`src/rtl/compressor_pkg.sv`:
```
// compressor_pkg: shared definitions for the carry-save multiply sequencer.
//   state_e          - sequencer FSM state encoding
//   PP_PER_CYCLE     - partial products folded into the accumulators per cycle
//   iter_cnt_width() - iteration counter width for a given operand width
package compressor_pkg;

  typedef enum logic [1:0] {
    ST_IDLE     = 2'd0,
    ST_COMPRESS = 2'd1,
    ST_RESOLVE  = 2'd2,
    ST_DONE     = 2'd3
  } state_e;

  localparam int unsigned PP_PER_CYCLE = 2;

  // One counter value per COMPRESS iteration (WIDTH/2 of them), never narrower than 1 bit.
  function automatic int unsigned iter_cnt_width(input int unsigned w);
    return ((w / 2) > 1) ? $clog2(w / 2) : 1;
  endfunction

endpackage

```
`src/rtl/compressor_4_2_row.sv`:
```
// compressor_4_2_row: one 2*WIDTH-bit row of 4:2 compressor cells.
//   WIDTH    - operand width; the row is 2*WIDTH bits wide
//   x0_i..x3_i - four addends of equal weight per bit
//   sum_o    - per-bit sum output
//   carry_o  - per-bit carry output (weight of bit i+1, not yet shifted)
// The cell cout ripples into the next cell's cin; cout of the top bit is dropped,
// which makes the row arithmetic modulo 2^(2*WIDTH).
module compressor_4_2_row #(
  parameter int unsigned WIDTH = 16
) (
  input  logic [2*WIDTH-1:0] x0_i,
  input  logic [2*WIDTH-1:0] x1_i,
  input  logic [2*WIDTH-1:0] x2_i,
  input  logic [2*WIDTH-1:0] x3_i,
  output logic [2*WIDTH-1:0] sum_o,
  output logic [2*WIDTH-1:0] carry_o
);

  localparam int unsigned PW = 2 * WIDTH;

  logic [PW-1:0] cin;
  logic [PW-1:0] s1;

  assign cin[0] = 1'b0;

  for (genvar i = 0; i < PW; i++) begin : g_cell
    // First full adder folds three addends; its majority is the lateral cout.
    assign s1[i] = x0_i[i] ^ x1_i[i] ^ x2_i[i];
    // Second full adder folds the fourth addend and the incoming cin.
    assign sum_o[i]   = s1[i] ^ x3_i[i] ^ cin[i];
    assign carry_o[i] = (s1[i] & x3_i[i]) | (s1[i] & cin[i]) | (x3_i[i] & cin[i]);
    if (i < PW - 1) begin : g_chain
      assign cin[i+1] = (x0_i[i] & x1_i[i]) | (x0_i[i] & x2_i[i]) | (x1_i[i] & x2_i[i]);
    end
  end

endmodule

```
`src/rtl/pp_accum_sequencer.sv`:
```
// pp_accum_sequencer: sequential unsigned multiplier, two partial products per
// cycle accumulated in carry-save form, resolved with one final addition.
//   WIDTH    - operand width (even, >= 4)
//   clk_i    - clock; rst_i - synchronous active-high reset
//   valid_i / ready_o / a_i / b_i      - operand handshake (accepted only in IDLE)
//   valid_o / ready_i / result_o       - result handshake; result_o is 0 unless valid_o
//   busy_o   - high whenever not IDLE
// Build option: define PP_ACCUM_EARLY_TERM_EN to leave COMPRESS as soon as the
// remaining multiplier bits are all zero (results are identical, latency shrinks).
module pp_accum_sequencer
  import compressor_pkg::*;
#(
  parameter int unsigned WIDTH = 16
) (
  input  logic               clk_i,
  input  logic               rst_i,
  input  logic               valid_i,
  output logic               ready_o,
  input  logic [WIDTH-1:0]   a_i,
  input  logic [WIDTH-1:0]   b_i,
  output logic               valid_o,
  input  logic               ready_i,
  output logic [2*WIDTH-1:0] result_o,
  output logic               busy_o
);

  localparam int unsigned PW    = 2 * WIDTH;
  localparam int unsigned CNT_W = iter_cnt_width(WIDTH);
  localparam logic [CNT_W-1:0] LAST_ITER = CNT_W'(WIDTH / 2 - 1);

  state_e           state_q, state_d;
  logic [WIDTH-1:0] a_q, a_d;
  logic [WIDTH-1:0] b_q, b_d;
  logic [PW-1:0]    sum_q, sum_d;
  logic [PW-1:0]    carry_q, carry_d;
  logic [PW-1:0]    result_q, result_d;
  logic [CNT_W-1:0] cnt_q, cnt_d;

  logic [31:0]   sh;
  logic [1:0]    b_pair;
  logic [PW-1:0] a_shift;
  logic [PW-1:0] pp0, pp1;
  logic [PW-1:0] row_sum, row_carry;
  logic          stop_iter;

  // Iteration k consumes multiplier bits 2k and 2k+1.
  assign sh      = 32'(cnt_q) * PP_PER_CYCLE;
  assign b_pair  = 2'(b_q >> sh);
  assign a_shift = {{WIDTH{1'b0}}, a_q} << sh;
  assign pp0     = b_pair[0] ? a_shift        : '0;
  assign pp1     = b_pair[1] ? (a_shift << 1) : '0;

  compressor_4_2_row #(
    .WIDTH(WIDTH)
  ) u_row (
    .x0_i   (sum_q),
    .x1_i   (carry_q),
    .x2_i   (pp0),
    .x3_i   (pp1),
    .sum_o  (row_sum),
    .carry_o(row_carry)
  );

`ifdef PP_ACCUM_EARLY_TERM_EN
  // Nothing left to add once every multiplier bit above 2k+1 is zero.
  assign stop_iter = (cnt_q == LAST_ITER) || ((b_q >> (sh + 32'd2)) == '0);
`else
  assign stop_iter = (cnt_q == LAST_ITER);
`endif

  always_comb begin
    state_d  = state_q;
    a_d      = a_q;
    b_d      = b_q;
    sum_d    = sum_q;
    carry_d  = carry_q;
    result_d = result_q;
    cnt_d    = cnt_q;
    unique case (state_q)
      ST_IDLE: begin
        if (valid_i) begin
          a_d     = a_i;
          b_d     = b_i;
          sum_d   = '0;
          carry_d = '0;
          cnt_d   = '0;
          state_d = ST_COMPRESS;
        end
      end
      ST_COMPRESS: begin
        sum_d   = row_sum;
        carry_d = row_carry << 1;
        if (stop_iter) begin
          state_d = ST_RESOLVE;
        end else begin
          cnt_d = cnt_q + 1'b1;
        end
      end
      ST_RESOLVE: begin
        result_d = sum_q + carry_q;
        state_d  = ST_DONE;
      end
      ST_DONE: begin
        if (ready_i) begin
          state_d = ST_IDLE;
        end
      end
      default: state_d = ST_IDLE;
    endcase
  end

  always_ff @(posedge clk_i) begin
    if (rst_i) begin
      state_q  <= ST_IDLE;
      a_q      <= '0;
      b_q      <= '0;
      sum_q    <= '0;
      carry_q  <= '0;
      result_q <= '0;
      cnt_q    <= '0;
    end else begin
      state_q  <= state_d;
      a_q      <= a_d;
      b_q      <= b_d;
      sum_q    <= sum_d;
      carry_q  <= carry_d;
      result_q <= result_d;
      cnt_q    <= cnt_d;
    end
  end

  assign ready_o  = (state_q == ST_IDLE);
  assign busy_o   = (state_q != ST_IDLE);
  assign valid_o  = (state_q == ST_DONE);
  assign result_o = valid_o ? result_q : '0;

endmodule

```
`config.mk`:
```
export PLATFORM = sky130hd
export DESIGN_NAME = pp_accum_sequencer
export DESIGN_NICKNAME = d
export VERILOG_FILES = /design/src/rtl/compressor_pkg.sv /design/src/rtl/compressor_4_2_row.sv /design/src/rtl/pp_accum_sequencer.sv
export SDC_FILE = /design/constraint.sdc
export NUM_CORES = 1
export LEC_CHECK = 0
export ABC_AREA = 1
export BUFFER_PORTS_ARGS = -buffer_cell sky130_fd_sc_hd__buf_2
export CORE_ASPECT_RATIO = 0.8
export CORE_MARGIN = 4
export CORE_UTILIZATION = 56
export DETAILED_ROUTE_END_ITERATION = 8
export PLACE_DENSITY = 0.86
export RECOVER_POWER = 25
export SYNTH_ARGS = -nofsm -noshare
export SYNTH_HDL_FRONTEND = slang
export SYNTH_SLANG_ARGS = --single-unit
```
`constraint.sdc`:
```
create_clock -name clk_i -period 2.4 [get_ports clk_i]
set_clock_uncertainty 0.1 [all_clocks]
set_input_delay 0.6 -clock clk_i [delete_from_list [all_inputs] [get_ports clk_i]]
set_output_delay 0.6 -clock clk_i [all_outputs]
set_load 0.05 [all_outputs]
```
After elaboration in Yosys (flattened, before gate mapping)
Cells that the tools add are included.
W data, S select, Z words.
{"block": "op_classes", "addsub": 2, "eq_ne": 8, "shift": 2, "n_mux": 13, "n_bitwise": 433, "reduce_logical": 7}
{"op": "$and A1 B1 Y1", "n": 184}
{"op": "$mux W32", "n": 4}
{"op": "$pmux W32 S2", "n": 2}
{"op": "$xor A1 B1 Y1", "n": 127}
{"op": "$or A1 B1 Y1", "n": 122}
{"op": "$add A32 B32 Y32", "n": 1}
{"op": "$shl A16 B4 Y32", "n": 1}
{"op": "$shr A16 B4 Y2", "n": 1}
{"op": "$pmux W2 S4", "n": 1}
{"op": "$mux W2", "n": 3}
{"op": "$mux W3", "n": 2}
{"op": "$ne A2 B2 Y1 const B", "n": 3}
{"op": "$pmux W3 S2", "n": 1}
{"op": "$reduce_and A3 Y1", "n": 2}
{"op": "$eq A2 B2 Y1 const B", "n": 2}
{"op": "$reduce_and A2 Y1", "n": 2}
{"op": "$reduce_bool A2 Y1", "n": 2}
{"op": "$add A3 B1 Y3 const B", "n": 1}
{"op": "$eq A3 B3 Y1 const B", "n": 1}
{"op": "$eq A2 B1 Y1 const B", "n": 1}
{"op": "$logic_not A2 Y1", "n": 1}
{"op": "$ne A2 B1 Y1 const B", "n": 1}
{"block": "word_totals", "register_bits": 133, "inputBits": 36, "out_inout_bits": 35, "elab_cells": 472}

Longest topological paths before layout
{"block": "depth", "word_depth": 9, "mapped_depth": 14, "ltp_nobuf": 14}

Modules after synthesis
From an unflattened synthesis, not the netlist that was laid out.
{"block": "unflattened", "hier_cells": 1458, "area_unflattened_um2": 9519.1}
{"mod": "pp_accum_sequencer", "n_inst": 1, "cells_per_inst": 1384, "area_each_um2": 8221.6, "seq_area_each_um2": 2642.5}
{"mod": "compressor_4_2_row", "n_inst": 1, "cells_per_inst": 74, "area_each_um2": 1297.5, "seq_area_each_um2": 0.0}

Worst setup path after synthesis
Ideal clock, no wire load.
{"block": "synth_timing", "path_type": "flip-flop to flip-flop", "startpoint": "reg cnt_q[0]", "endpoint": "reg sum_q[15]", "setup_time_ns": 0.070, "t_arrival_ns": 2.486, "required_ns": 2.230, "path_slack_ns": -0.256, "path_stages_with_launch": 15, "path_buffers": 1, "path_cell_list": "dfxtp_1 inv_2 buf_4 or2_0 o21ai_1 nand2_1 o21ai_2 nand2_1 o21ai_0 nor2_1 fa_1 inv_1 fa_1 or2_0 a21oi_1"}
{"block": "synth_between", "elab_chain_cells": 7}
{"item": "start, declared", "line": "pp_accum_sequencer.sv:37", "text": "logic [CNT_W-1:0] cnt_q, cnt_d;"}
{"item": "start signal, assigned", "line": "pp_accum_sequencer.sv:128", "text": "cnt_q <= cnt_d;"}
{"item": "$shl A16 B4 Y32 or $shr A16 B4 Y2 (tied branches)", "line": "pp_accum_sequencer.sv:49, pp_accum_sequencer.sv:48"}
{"item": "$mux W32", "line": "pp_accum_sequencer.sv:50", "text": "assign pp0 = b_pair[0] ? a_shift : '0;"}
{"item": "$and A1 B1 Y1", "line": "compressor_4_2_row.sv:33", "text": "assign cin[i+1] = (x0_i[i] & x1_i[i]) | (x0_i[i] & x2_i[i]) | (x1_i[i] & x2_i[i]);"}
{"item": "$or A1 B1 Y1 (2 in series)", "line": "compressor_4_2_row.sv:33"}
{"item": "$xor A1 B1 Y1 *", "line": "compressor_4_2_row.sv:30", "text": "assign sum_o[i] = s1[i] ^ x3_i[i] ^ cin[i];"}
{"item": "$pmux W32 S2 *", "line": "pp_accum_sequencer.sv:79", "text": "unique case (state_q)"}
{"item": "end signal, assigned", "line": "pp_accum_sequencer.sv:125", "text": "sum_q <= sum_d;"}
{"item": "end, declared", "line": "pp_accum_sequencer.sv:34", "text": "logic [PW-1:0] sum_q, sum_d;"}
Every way passes the cells marked *; elsewhere a longest branch is shown, timed or not.
A chain may end at the register's enable or synchronous reset.

Worst setup path after layout
{"block": "layout_timing", "startpoint": "reg cnt_q[0]", "endpoint": "reg sum_q[27]"}
The elaborated chain is that of the path after synthesis.

==> results.tsv <==
stage	metric	value	unit
logic_synthesis	Async SR Flop Fraction	0	
timing	final setup vio count	59	
setup_path	Arr. time, crit path	3.08	ns
timing	RSZ-0062 raised after global routing	true	
setup_path	Crit Path Max Fanout	23	
placed_design	# placed instances	1796	
power_and_ir_drop	power per cell area	776	mW/mm2
grt	initial antenna violation count	0	
timing	Setup TNS Final	-19.39	ns
floorplanning	I/O pins	71	
logic_synthesis	sequential share of the synthesized area	0.266	
setup_path	critical path, cell by cell	buf_6 > o21ai_2 > o22ai_1 > a21oi_2 > buf_12 > nor2_1 > fa_1 > inv_1 > fa_1 > or2_1 > a21oi_1	
power_and_ir_drop	maximum VDD drop	0.436	mV
timing	Max Slew Vio Count	0	
logic_synthesis	synth top area cells	dfxtp_1 27%, nand2_1 14%, fa_1 12%	
logic_synthesis	Post-Syn Area	0.00985	mm2
placed_design	port buffer count	70	
cells_and_area	non-filler cells, final	1832	
grt	first-pass GRT wire length	43300	um
setup_path	CP Launch Type	flip-flop	
logic_synthesis	Top FF cell, synth	dfxtp_1	
cells_and_area	final net count	1727	
logic_synthesis	EDFF count, synth	0	
clock_tree	CTS tree	yes	
setup_path	Worst Path Buf+Inv	3	
timing	Slew @ Worst Pin	0.993	ns
floorplanning	core area	0.0173	mm2
power_and_ir_drop	Static Leak	5.67	nW
setup_path	type of the worst setup path	reg2reg	
outcome	status	finished, violations left	
clock_tree	H-Tree Depth	4	
setup_path	Max stage delay on crit path	0.48	ns
floorplanning	Std-Cell Rows	43	
placed_design	routability cong.	0.974	
cells_and_area	synthesis-to-finish area growth	18.5	%
timing	Final Hold Fails	0	
clock_tree	CTS sink count	131	
grt	vias in the first global route	9090	
clock_tree	Skew-Pair Late Insertion Delay	0.43	ns
drt	DR vias/cell	5.22	
floorplanning	DIE HEIGHT	127	um
drt	Routed WL	26600	um
placed_design	Post-DP HPWL	19500	um
grt	Tot GR Track Use	0.269	
grt	Congestion Overflow GR	0	
timing	Max Freq	0.355	GHz
timing	post-route setup slack	-0.416	ns
drt	drt first pass iters	9	
logic_synthesis	Post-synth top cells	379 x nand2_1, 253 x inv_1, 188 x nor2_1, 131 x dfxtp_1, 93 x a21oi_1	
floorplanning	Starting Density	0.568	
floorplanning	Total Die Area	0.0198	mm2
clock_tree	Root Driver	clkbuf_16	
floorplanning	die span in x	156	um
cells_and_area	fraction of layout cells with a size suffix above 1	0.164	
setup_path	Data required, critical path	2.66	ns
timing	Slew HR	0.338	
flow_run	max-cap viol count	0	
logic_synthesis	area leader, netlist	dfxtp_1	
drt	DR iter-0 viols	945	
cells_and_area	Core Util, Final	0.673	
hold_path	Hold Path Class	in2reg	
clock_tree	CTS clk-pin slew, worst paths	0.06	ns
logic_synthesis	Mapped Cells	1494	
drt	antenna-violating nets left	0	
setup_path	Worst setup EP type	flip-flop	
timing	fin crit period	2.82	ns
outcome	failing checks	DRC, setup timing	
setup_path	CP max-delay cell	fa_1	
logic_synthesis	most common cell in the synthesized netlist	nand2_1	
logic_synthesis	flop and latch count out of synthesis	131	
drt	vias	9556	
logic_synthesis	Mapped Nets	1626	
cells_and_area	antenna cells	0	
setup_path	delay-heaviest family, CP	adder cells	
drt	WL/cell	14.5	um
logic_synthesis	Synth top area share	0.266	
clock_tree	Max Buffers Root-to-Sink	2	
drt	DRC Markers	1	
grt	largest net degree at the start of global routing	93	
timing	crit share post-route	1.17	
logic_synthesis	Yosys warnings	0	
setup_path	crit-path most repeated cell	fa_1	
clock_tree	CTS buffer count	17	
logic_synthesis	post-synth cell types	39	
logic_synthesis	Mean Syn Cell Area	6.59	um2
clock_tree	cts hold-fix bufs	0	
==> timing repair <==
action,in CTS,in global routing
cloned,0,1
pin swaps,4,15
endpoints found under the setup margin,59,80
resized for setup,19,44
setup buffers,1,3
==> placed cells by master, fill, tap and decap left out, types with 11 or more instances in the layout <==
master,instances
o21ai_2,25
a21oi_1,91
o21ai_1,36
inv_2,15
nand2_1,375
buf_2,56
inv_1,251
fa_1,54
buf_4,60
nor2_1,186
xor2_1,11
dfxtp_1,128
o21ai_0,37
or2_1,36
clkbuf_4,14
clkbuf_16,18
or2_0,24
ha_1,36
nand3_1,57
==> final cells by class <==
type	count	area, um2
timing repair buffer	144	1060
inverter	268	1010
tap	225	282
sequential	131	2630
multi-input combinational	1033	6100
fill	1431	5660
clock buffer	21	470
clock inverter	10	108
==> logic make-up (layout without fill, tap and decap cells) <==
logic type	count (synthesis)	in the layout	synth area share
AND/OR/NAND/NOR	712	712	0.305
multiplexers	2	2	0.00203
XOR/XNOR	14	14	0.0125
AO/OA/AOI/OAI	209	209	0.115
adder cells (fa/ha/maj)	96	96	0.167
buffers and inverters	330	443	0.133
flip-flops	131	131	0.266
==> flip-flops by register name, summed over array words and instances (netlist names) <==
name	cells
sum_q	32
carry_q	30
a_q	16
b_q	16
result_q	32
cnt_q	3
state_q	2
==> worst min-delay path, delay by kind of cell <==
| family | cells | cell delay, ns |
|---|---|---|
| and+or+nand+nor | 1 | 0.07 |
| AOI/OAI and AO/OA | 1 | 0.05 |
| buffers and inverters | 1 | 0.07 |
==> stage by stage <==
stage	cell area, um2	hold WS (ns)	worst slack [ns]	total power, mW
after floorplan	9890	0.344	-0.168	5.10
after global placement	10800	0.354	-0.339	6.09
after detailed placement	10800	0.370	-0.417	6.21
after CTS	11500	0.312	-0.392	8.88
after global routing	11700	0.321	-0.529	9.55
final	11700	0.312	-0.416	9.05
==> routing by layer <==
metal,track usage,wire length (um),part of all wire
met5,0,0,0
met4,0.0740,508,0.019
met3,0.0665,1920,0.072
met2,0.443,12800,0.48
met1,0.355,11400,0.43
==> report_power, final <==
part / switching (mW) / total, mW / leakage (nW) / internal (mW)
logic: 2.36 / 3.67 / 4.32 / 1.30
clock network: 1.01 / 2.61 / 0.281 / 1.59
registers: 0.241 / 2.78 / 1.07 / 2.54
==> worst paths after layout <==
path / cells after the start / slack [ns] / startpoint / to
worst max register to register: 11 / -0.42 / cnt_q[0] / sum_q[27]
worst min register to register: 2 / 0.38 / sum_q[30] / sum_q[30]
worst min-delay path: 3 / 0.31 / a_i[9] / a_q[9]
worst max-delay path: 11 / -0.42 / cnt_q[0] / sum_q[27]
Note: power is estimated with default switching activity, not from simulation.
